`src/rtl/ram_port_arbiter.sv`:
```
// Purpose: shares one single-port RAM between a CPU port and a readout port, and
//          sequences a delayed one-shot rd_start pulse after the CPU finishes.
// Latency: grants are combinational in the request cycle; read data returns one
//          cycle after the grant, which is when the matching rvalid is high.
// Backpressure: a denied requester holds its request until granted; readout
//          takes priority once it has been denied STARVE_LIMIT cycles in a row.
//
// Ports:
//   clk, reset                      clock, asynchronous active-high reset
//   cpu_req/we/addr/wdata -> cpu_gnt, cpu_rvalid, cpu_rdata   CPU access port
//   rd_req/rd_addr        -> rd_gnt, rd_rvalid, rd_rdata      readout port
//   ram_en/we/addr/din, ram_dout    RAM interface (1-cycle registered read)
//   cpu_done -> rd_start            image-complete level to delayed start pulse
module ram_port_arbiter #(
    parameter int START_DELAY  = 15,
    parameter int STARVE_LIMIT = 8
) (
    input  logic        clk,
    input  logic        reset,
    input  logic        cpu_req,
    input  logic        cpu_we,
    input  logic [5:0]  cpu_addr,
    input  logic [15:0] cpu_wdata,
    output logic        cpu_gnt,
    output logic        cpu_rvalid,
    output logic [15:0] cpu_rdata,
    input  logic        rd_req,
    input  logic [5:0]  rd_addr,
    output logic        rd_gnt,
    output logic        rd_rvalid,
    output logic [15:0] rd_rdata,
    output logic        ram_en,
    output logic        ram_we,
    output logic [5:0]  ram_addr,
    output logic [15:0] ram_din,
    input  logic [15:0] ram_dout,
    input  logic        cpu_done,
    output logic        rd_start
);

    localparam logic [1:0] IDLE  = 2'd0;
    localparam logic [1:0] COUNT = 2'd1;
    localparam logic [1:0] PULSE = 2'd2;
    localparam logic [1:0] DONE  = 2'd3;

    localparam logic [3:0] STARVE_MAX = 4'(STARVE_LIMIT);
    localparam logic [7:0] DELAY_MAX  = 8'(START_DELAY);

    logic [3:0] starve_cnt;
    logic       rd_wins;
    logic [1:0] state;
    logic [7:0] dly_cnt;

    // ------------------------------------------------------------------
    // Arbitration and RAM port mux
    // ------------------------------------------------------------------
    // Grants are gated by reset so the RAM sees no access while reset is
    // asserted, even between clock edges.
    always_comb begin
        rd_wins  = rd_req && (starve_cnt == STARVE_MAX);
        cpu_gnt  = !reset && cpu_req && !rd_wins;
        rd_gnt   = !reset && rd_req && (rd_wins || !cpu_req);
        ram_en   = cpu_gnt || rd_gnt;
        ram_we   = cpu_gnt && cpu_we;
        ram_addr = 6'd0;
        ram_din  = 16'd0;
        if (cpu_gnt) begin
            ram_addr = cpu_addr;
            ram_din  = cpu_wdata;
        end else if (rd_gnt) begin
            ram_addr = rd_addr;
        end
    end

    // Both ports see the RAM output; only the matching rvalid qualifies it.
    assign cpu_rdata = ram_dout;
    assign rd_rdata  = ram_dout;

    always_ff @(posedge clk or posedge reset) begin
        if (reset) begin
            cpu_rvalid <= 1'b0;
            rd_rvalid  <= 1'b0;
        end else begin
            cpu_rvalid <= cpu_gnt && !cpu_we;
            rd_rvalid  <= rd_gnt;
        end
    end

    // Counts consecutive cycles the readout waited; saturates so priority
    // stays with readout until it is actually served.
    always_ff @(posedge clk or posedge reset) begin
        if (reset) begin
            starve_cnt <= 4'd0;
        end else if (rd_gnt || !rd_req) begin
            starve_cnt <= 4'd0;
        end else if (starve_cnt != STARVE_MAX) begin
            starve_cnt <= starve_cnt + 4'd1;
        end
    end

    // ------------------------------------------------------------------
    // Start sequencer: one pulse per reset, START_DELAY cycles after cpu_done
    // ------------------------------------------------------------------
    // rd_start is its own flop, set on the transition into PULSE, so the
    // output never glitches through a state decode.
    always_ff @(posedge clk or posedge reset) begin
        if (reset) begin
            state    <= IDLE;
            dly_cnt  <= 8'd0;
            rd_start <= 1'b0;
        end else begin
            rd_start <= 1'b0;
            case (state)
                IDLE: begin
                    if (cpu_done) begin
                        state   <= COUNT;
                        dly_cnt <= 8'd1;
                    end
                end
                COUNT: begin
                    if (dly_cnt == DELAY_MAX) begin
                        state    <= PULSE;
                        rd_start <= 1'b1;
                    end else begin
                        dly_cnt <= dly_cnt + 8'd1;
                    end
                end
                PULSE: begin
                    state <= DONE;
                end
                DONE: begin
                    state <= DONE;
                end
                default: begin
                    state <= IDLE;
                end
            endcase
        end
    end

endmodule

```
`config.mk`:
```
export PLATFORM = sky130hd
export DESIGN_NAME = ram_port_arbiter
export DESIGN_NICKNAME = d
export VERILOG_FILES = /design/src/rtl/ram_port_arbiter.sv
export SDC_FILE = /design/constraint.sdc
export NUM_CORES = 1
export LEC_CHECK = 0
export ABC_AREA = 1
export BUFFER_PORTS_ARGS = -buffer_cell sky130_fd_sc_hd__clkbuf_2
export CAP_MARGIN = 20
export CORE_MARGIN = 1
export CORE_UTILIZATION = 40
export DETAILED_ROUTE_END_ITERATION = 10
export GPL_ROUTABILITY_DRIVEN = 0
export PLACE_DENSITY = 0.88
export SLEW_MARGIN = 0
export SYNTH_ARGS = -nofsm -noshare
export SYNTH_HDL_FRONTEND = slang
export SYNTH_SLANG_ARGS = --single-unit
```
`constraint.sdc`:
```
create_clock -name clk -period 2.1 [get_ports clk]
set_input_delay 0.21 -clock clk [delete_from_list [all_inputs] [get_ports clk]]
set_output_delay 0.21 -clock clk [all_outputs]
set_load 0.02 [all_outputs]
```
==> Word-level counts from Yosys, hierarchy flattened <==
Index checks and enable logic that the tools add are counted.
{ "word_totals": {"in_bits": 50, "wordCells": 51, "output_inout_bits": 61, "ff_bits": 17} }
{ "classes": {"reduce_logical": 21, "eq_ne": 9, "add_sub_neg": 2, "n_mux": 13} }
{ "ops": {"columns": ["operator", "count"], "rows": [
  ["$mux 16", 1],
  ["$mux 8", 2],
  ["$pmux 8 s2", 1],
  ["$mux 6", 2],
  ["$add 8x1->8 const B", 1],
  ["$eq 8x4->1 const B", 1],
  ["$mux 4", 2],
  ["$logic_and 1x1->1", 7],
  ["$ne 2x2->1 const B", 3],
  ["$pmux 2 s3", 1],
  ["$logic_not 1->1", 5],
  ["$add 4x1->4 const B", 1],
  ["$eq 2x2->1 const B", 2],
  ["$eq 4x4->1 const B", 1],
  ["$mux 2", 2],
  ["$ne 4x4->1 const B", 1],
  ["$reduce_bool 2->1", 2],
  ["$logic_or 1x1->1", 3],
  ["$reduce_and 3->1", 1],
  ["$eq 2x1->1 const B", 1],
  ["$logic_not 2->1", 1],
  ["$mux 1", 2],
  ["$reduce_and 2->1", 1],
  ["$reduce_or 2->1", 1]
]} }

==> Longest topological paths before layout <==
Gate-level depths: netlist (run 1).
{ "depth": {"ltp_word": 6, "ltp_mapped": 8, "depth_no_buf": 8} }

==> Least setup slack after synthesis (run 1) <==
OpenSTA, ideal clock, no wires.
{ "synth_timing": {"kind": "flip-flop to output port", "startpoint": "register starve_cnt[0]", "endpoint": "output ram_din[11]", "t_arrival_ns": 1.426, "path_stages_with_launch": 9, "path_buffers": 1, "required_time_ns": 1.890, "setup_slack_ns": 0.464, "path_cell_list": "dfrtp_1 inv_1 ha_1 nand4_2 nand2_4 nor2_8 inv_6 buf_8 nor2_2"} }
{ "synth_via": {"elab_chain_cells": 5} }
{ "synth_lines": {"columns": ["item", "line_no", "rtl"], "rows": [
  ["start, declared", "49", "logic [3:0] starve_cnt;"],
  ["start signal, assigned", "97", "starve_cnt <= starve_cnt + 4'd1;"],
  ["$eq 4x4->1", "60", "rd_wins = rd_req && (starve_cnt == STARVE_MAX);"],
  ["$logic_and 1x1->1", "60", null],
  ["$logic_not 1->1", "61", "cpu_gnt = !reset && cpu_req && !rd_wins;"],
  ["$logic_and 1x1->1", "61", null],
  ["net cpu_gnt", "24", "output logic cpu_gnt,"],
  ["$mux 16", "67", "if (cpu_gnt) begin"],
  ["end, declared", "35", "output logic [15:0] ram_din,"]
]} }
The timed path passes the listed nets, and every way through them passes these cells.

==> Final worst setup path (run 1) <==
{ "layout_timing": {"startpoint": "register starve_cnt[0]", "endpoint": "output ram_din[9]"} }
{ "layout_via": {"elab_chain_cells": 5} }
{ "layout_lines": {"columns": ["item", "line_no"], "rows": [
  ["$eq 4x4->1", "60"],
  ["$logic_and 1x1->1", "60"],
  ["$logic_not 1->1", "61"],
  ["$logic_and 1x1->1", "61"],
  ["$mux 16", "67"]
]} }
Every way passes these cells.

==> results of run 1 <==
==> synthesized netlist by cell type <==
cell	count	area (µm²)
nand2_1	53	199
inv_1	33	124
buf_4	32	240
nor2_1	21	78.8
dfrtp_1	17	425
nand3_1	16	80.1
nor2_4	5	56.3
nor2_2	4	25.0
ha_1	3	37.5
nand4_1	3	18.8
nor3_1	2	10.0
o21ai_0	2	10.0
buf_6	1	11.3
buf_8	1	15.0
inv_2	1	3.75
inv_6	1	8.76
nand2_2	1	6.26
nand2_4	1	11.3
nand3_4	1	17.5
nand4_2	1	12.5
nor2_8	1	20.0
o211ai_1	1	7.51
o21bai_1	1	7.51
o21bai_4	1	18.8
or2_2	1	6.26
xnor2_1	1	8.76
xor2_1	1	8.76
==> worst paths after layout <==
kind,end,slack (ns),cells past startpoint
min in group clk,cpu_rvalid,0.07,2
max in group asynchronous,dly_cnt[4],1.90,3
worst min register to register,dly_cnt[0],0.55,2
worst max register to register,cpu_rvalid,0.67,8
worst min-delay path,starve_cnt[2],0.002,3
worst max-delay path,ram_din[9],0.08,9
==> final cells by class <==
| type | instances | area share (%) |
|---|---|---|
| flip-flops and latches | 17 | 24.9 |
| well taps | 46 | 3.37 |
| repair inverters | 1 | 0.513 |
| inverters | 35 | 8.58 |
| clock buffers | 4 | 1.54 |
| repair buffers | 70 | 23.4 |
| multi-input cells | 120 | 37.7 |
==> what timing repair did <==
| action | CTS | global route |
|---|---|---|
| gates cloned | 0 | 1 |
| endpoints found under the hold margin | 0 | 0 |
| endpoints found under the setup margin | 4 | 23 |
| pin swaps | 0 | 2 |
| gates resized for setup | 1 | 22 |
| setup buffers | 0 | 7 |
==> flip-flops by register name (all words and copies together), names as in the netlist <==
name	cells
dly_cnt	8
starve_cnt	4
state	2
cpu_rvalid	1
rd_rvalid	1
rd_start	1
==> critical path: stages, from the launching register on <==
cell	delay, ns
dfrtp_1	0.41
inv_1	0.07
ha_1	0.22
nand4_2	0.11
nand2_4	0.08
nor2_8	0.15
buf_6	0.15
inv_6	0.07
nor2_4	0.07
clkbuf_2	0.17
==> stage by stage <==
step / hold slack, ns / cells / TNS (ns) / util, %
final: 0.00186 / 293 / 0 / 50.0
after global routing: 0.0445 / 293 / -0.0709 / 50.0
after CTS: 0.00862 / 285 / 0 / 47.0
after detailed placement: 0.333 / 281 / 0 / 46.2
after global placement: 0.336 / 281 / 0 / 46.2
after floorplan: 0.153 / 206 / 0 / -
==> per-layer routing <==
| metal | wire length, µm | share of wire [%] |
|---|---|---|
| met2 | 1610 | 47 |
| met5 | 0 | 0 |
| met3 | 242 | 7.1 |
| met1 | 1480 | 43 |
| met4 | 88 | 2.6 |
==> logic make-up (layout without fill, tap and decap cells) <==
family | after synthesis | count (layout) | synth area share [%]
XOR/XNOR | 2 | 2 | 1.19
buffers and inverters | 69 | 110 | 27.4
flip-flops | 17 | 17 | 29.0
adder cells (fa/ha/maj) | 3 | 3 | 2.56
AND/OR/NAND/NOR | 110 | 110 | 36.9
AO/OA/AOI/OAI | 5 | 5 | 2.98
==> power by group <==
part | switching, µW | internal (µW) | total, µW
sequential | 84.7 | 392 | 476
clock | 104 | 74.2 | 178
combinational | 288 | 187 | 475
==> qor.yml, run 1 <==
drt:
  antenna_left: 0
  vias: 1329
  drt_wl_total_um: 3420
  drt_iter0_markers: 52
  wl_per_cell_um: 11.7
  drt-pass1-iter-count: 4
  routed_via_density: 4.54
  drc: 0
timing:
  setup_ws_ns: 0.0763
  slew-limit-headroom_pct: 80.5
  slew_viol_final: 0
  period_share_pct: 96.4
  min_period_ns: 2.02
  finalHoldViolCount: 0
  worstMarginPinSlew_ns: 0.291
  fin_skew_ns: 0.00473
  fmax_mhz: 494
  setup_viol: 0
clock_tree:
  cts.clk_slew.worst_paths_ns: 0.10
  cts_hold_buffers: 0
  clk_latency_ns: 0.30
  h-tree-depth: 1
  ctsRootBufferMaster: "clkbuf_4"
  cts_made_buffers: 3
  clockBufferDepth: 2
  cts_sinks: 17
  cts_tree: "yes"
setup_path:
  r2r_start: "starve_cnt[0]"
  crit_start: "starve_cnt[0]"
  end_kind: "primary output"
  path_class: "reg2out"
  required_ns: 1.89
  path_max_fanout: 9
  cp.arrival_ns: 1.81
  cp-start-kind: "flip-flop"
logic_synthesis:
  synth_cell_type_count: 27
  yosysWarnings: 0
  ys_ff_latch: 17
  netlist_instances: 206
  syn_area_per_cell_um2: 7.13
  synth_area_mm2: 0.00147
  syn_nets: 259
  yosysSeqAreaShare_pct: 29.0
global_route:
  overflow: 0
  grt_use_total_pct: 16.5
  grtUsageMet1_pct: 21.0
  grt_pass1_wl_um: 5180
  groute.layer.met3.usage_pct: 4.56
  antenna_found_initial: 0
  grt_pass1_vias: 1148
  grt_use_met2_pct: 26.4
  grt_max_degree: 20
  grt_busiest_layer: "met2"
floorplanning:
  initial_core_util_pct: 43.0
  die_area_mm2: 0.00392
  dieWidth_um: 62.6
  die_h_um: 62.6
  core_mm2: 0.00342
  rows: 21
  io_pins: 111
power:
  totalPowerFinal_uw: 1130
  p_leak_uw: 0.00103
  pwr_density_cell_mw_per_mm2: 662
  peakVddDrop_v: 0.000487
cells_and_area:
  layout-drive-gt1-share_pct: 38.1
  diodes: 0
  ff_latch_area_um2: 425
  final_cell_mix: "53 x nand2_1, 52 x clkbuf_2, 32 x inv_1"
  nets: 301
  postLayoutCellArea_mm2: 0.00171
  final_common_cell: "nand2_1"
  multi_input_area_um2: 643
  area_delta_synth_final_pct: 16.2
  fillCellCount: 340
place:
  dp.final_hpwl_um: 2580
  portBuffers: 62
  placed_cell_area_mm2: 0.00158
  dpl_worst_slack_ns: 0.300
hold_path:
  worstHoldPathType: "in2async"
outcome:
  status: "finished, final reports clean"
job:
  cap_viol_max_count: 0
(Power assumes the default switching activity.)
==> inputs of run 2 (changes only) <==
--- a/constraint.sdc
+++ b/constraint.sdc
@@ -3,2 +3,2 @@
 set_output_delay 0.21 -clock clk [all_outputs]
-set_load 0.02 [all_outputs]
+set_load 0.005 [all_outputs]
==> qor.yml, run 2 (same netlist as run 1, synthesis figures left out) <==
power:
  pwr_density_cell_mw_per_mm2: 673  # +1.8%
  pwr-share-comb_pct: 39.3  # -2.8 points
  p_sw_uw: 446  # -6.5%
  peakVddDrop_v: 0.000467  # -4.0%
  p_clk_share_pct: 16.5  # +0.7 points
  internal_power_uw: 636  # -2.5%
  p_leak_uw: 0.000979  # -4.7%
  totalPowerFinal_uw: 1080  # -4.2%
  seqPwrFrac_pct: 44.2  # +2.0 points
  swShare_pct: 41.2  # -1.0 points
drt:
  drt_wl_total_um: 3280  # -4.2%
  vias: 1288  # -3.1%
  drc: 0  # unchanged
  drt_iter0_markers: 49  # -5.8%
  routed_via_density: 4.52  # -0.36%
  antenna_left: 0  # unchanged
  drt-pass1-iter-count: 4  # unchanged
  wl_per_cell_um: 11.5  # -1.5%
timing:
  min_period_ns: 2.00  # -0.0194 ns
  fin_skew_ns: 0.00313  # -0.00160 ns
  setup_viol: 0  # unchanged
  setup_ws_ns: 0.0957  # +0.0194 ns
  finalHoldViolCount: 0  # unchanged
  fmax_mhz: 499  # +0.97%
  worstMarginPinSlew_ns: 0.307  # +0.0152 ns
  slew-limit-headroom_pct: 79.5  # -1.0 points
  period_share_pct: 95.4  # -0.92 points
  rsz0062_at_grt: "false"
  slew_viol_final: 0  # unchanged
  finalSetupTns_ns: 0  # unchanged
cells_and_area:
  reg_top3: "dly_cnt (8), starve_cnt (4), state (2)"
  final_cell_mix: "62 x clkbuf_2, 53 x nand2_1, 32 x inv_1"
  diodes: 0  # unchanged
  largest_register: "dly_cnt"
  postLayoutCellArea_mm2: 0.00161  # -5.9%
  area_delta_synth_final_pct: 9.37
  nets: 293  # -2.7%
  layout-drive-gt1-share_pct: 35.6  # -2.5 points
  final_common_cell: "clkbuf_2"
  largest_reg_flops: 8  # unchanged
  final_cells: 285  # -2.7%
  fillCellCount: 344  # +1.2%
setup_path:
  path_class: "reg2out"
  end_kind: "primary output"
  cp.arrival_ns: 1.79  # -0.02 ns
  path_max_fanout: 8  # -1
  required_ns: 1.89  # about the same
  cp-start-kind: "flip-flop"
  slowest_delay_ns: 0.43  # +0.02 ns
  cp_slowest_cell: "dfrtp_1"
  cpMostUsedCell: "nand2_1"
  path_cells: "inv_1 -> ha_1 -> nand4_2 -> nand2_4 -> nand2_1 -> inv_2 -> nand2_1 -> nand2_1 -> clkbuf_2"
global_route:
  overflow: 0  # unchanged
  antenna_found_initial: 0  # unchanged
  grt_pass1_vias: 1145  # -0.26%
  grt_pass1_wl_um: 5260  # +1.6%
  grt_use_total_pct: 17.2  # +0.63 points
  grt_max_degree: 20  # unchanged
clock_tree:
  cts_hold_buffers: 0  # unchanged
  clockBufferDepth: 2  # unchanged
  cts_tree: "yes"
  ctsRootBufferMaster: "clkbuf_4"
  h-tree-depth: 1  # unchanged
  cts_sinks: 17  # unchanged
  cts_made_buffers: 3  # unchanged
  cts.clk_slew.worst_paths_ns: 0.10  # about the same
  cts_setup_buffers: 0  # unchanged
  cts_resized: 0  # -1
  clk_latency_ns: 0.30  # about the same
floorplanning:
  dieWidth_um: 62.6  # unchanged
  initial_core_util_pct: 43.0  # unchanged
  die_area_mm2: 0.00392  # unchanged
  die_h_um: 62.6  # unchanged
  core_mm2: 0.00342  # unchanged
  rows: 21  # unchanged
  io_pins: 111  # unchanged
place:
  dp.final_hpwl_um: 2620  # +1.6%
  dpl_worst_slack_ns: 0.344  # +0.0447 ns
  place_inst: 281  # unchanged
  portBuffers: 62  # unchanged
  placed_cell_area_mm2: 0.00158  # unchanged
outcome:
  status: "finished, final reports clean"
job:
  cap_viol_max_count: 0  # unchanged
hold_path:
  worstHoldPathType: "in2async"
run 2: per-layer routing:
metal | global-route usage, % | wire length [µm] | up-vias | part of all wire [%]
li1 | - | - | 651 | -
met1 | 21.0 | 1420 | 575 | 43
met2 | 27.9 | 1570 | 50 | 48
met3 | 3.65 | 192 | 12 | 5.9
met4 | 9.59 | 90 | 0 | 2.7
met5 | 0 | 0 | - | 0
run 2: worst paths after layout:
kind	cells after the start	startpoint	slack (ns)	end
setup reg to reg	6	dly_cnt[1]	0.68	dly_cnt[3]
max in group asynchronous	3	reset	1.90	starve_cnt[2]
hold reg to reg	2	dly_cnt[0]	0.56	dly_cnt[0]
hold / removal	3	reset	0.01	rd_start
setup / recovery	9	starve_cnt[0]	0.1	ram_addr[2]
min in group clk	2	cpu_we	0.07	cpu_rvalid
run 2: area by class of cell:
cell class / count / area [µm²] / share of cell area (%)
clock buffer: 4 / 26.3 / 1.64
inverter: 35 / 139 / 8.64
multi-input combinational: 120 / 641 / 39.9
sequential: 17 / 425 / 26.5
tap: 46 / 57.6 / 3.58
timing repair buffer: 63 / 318 / 19.8
run 2: power by group through the flow:
stage	logic [µW]	clock network (µW)	registers [µW]
finish	426	178	478
global route	493	191	489
detailed placement	425	0	480
global placement	409	0	477
floorplan	364	0	460
CTS	427	184	474
run 2: per-stage QoR:
stage / hold WS [ns] / util, %
after global placement: 0.337 / 46.2
after global routing: 0.0569 / 47.0
after CTS: 0.0124 / 47.0
final: 0.0124 / 47.0
after detailed placement: 0.335 / 46.2
after floorplan: 0.153 / -
run 2: worst max-delay path: cells and delay by family (launching register included):
| kind | cells | cell delay, ns |
|---|---|---|
| AND/OR/NAND/NOR | 5 | 0.52 |
| buffers and inverters | 3 | 0.35 |
| adder cells (fa/ha/maj) | 1 | 0.18 |
| flip-flops | 1 | 0.43 |
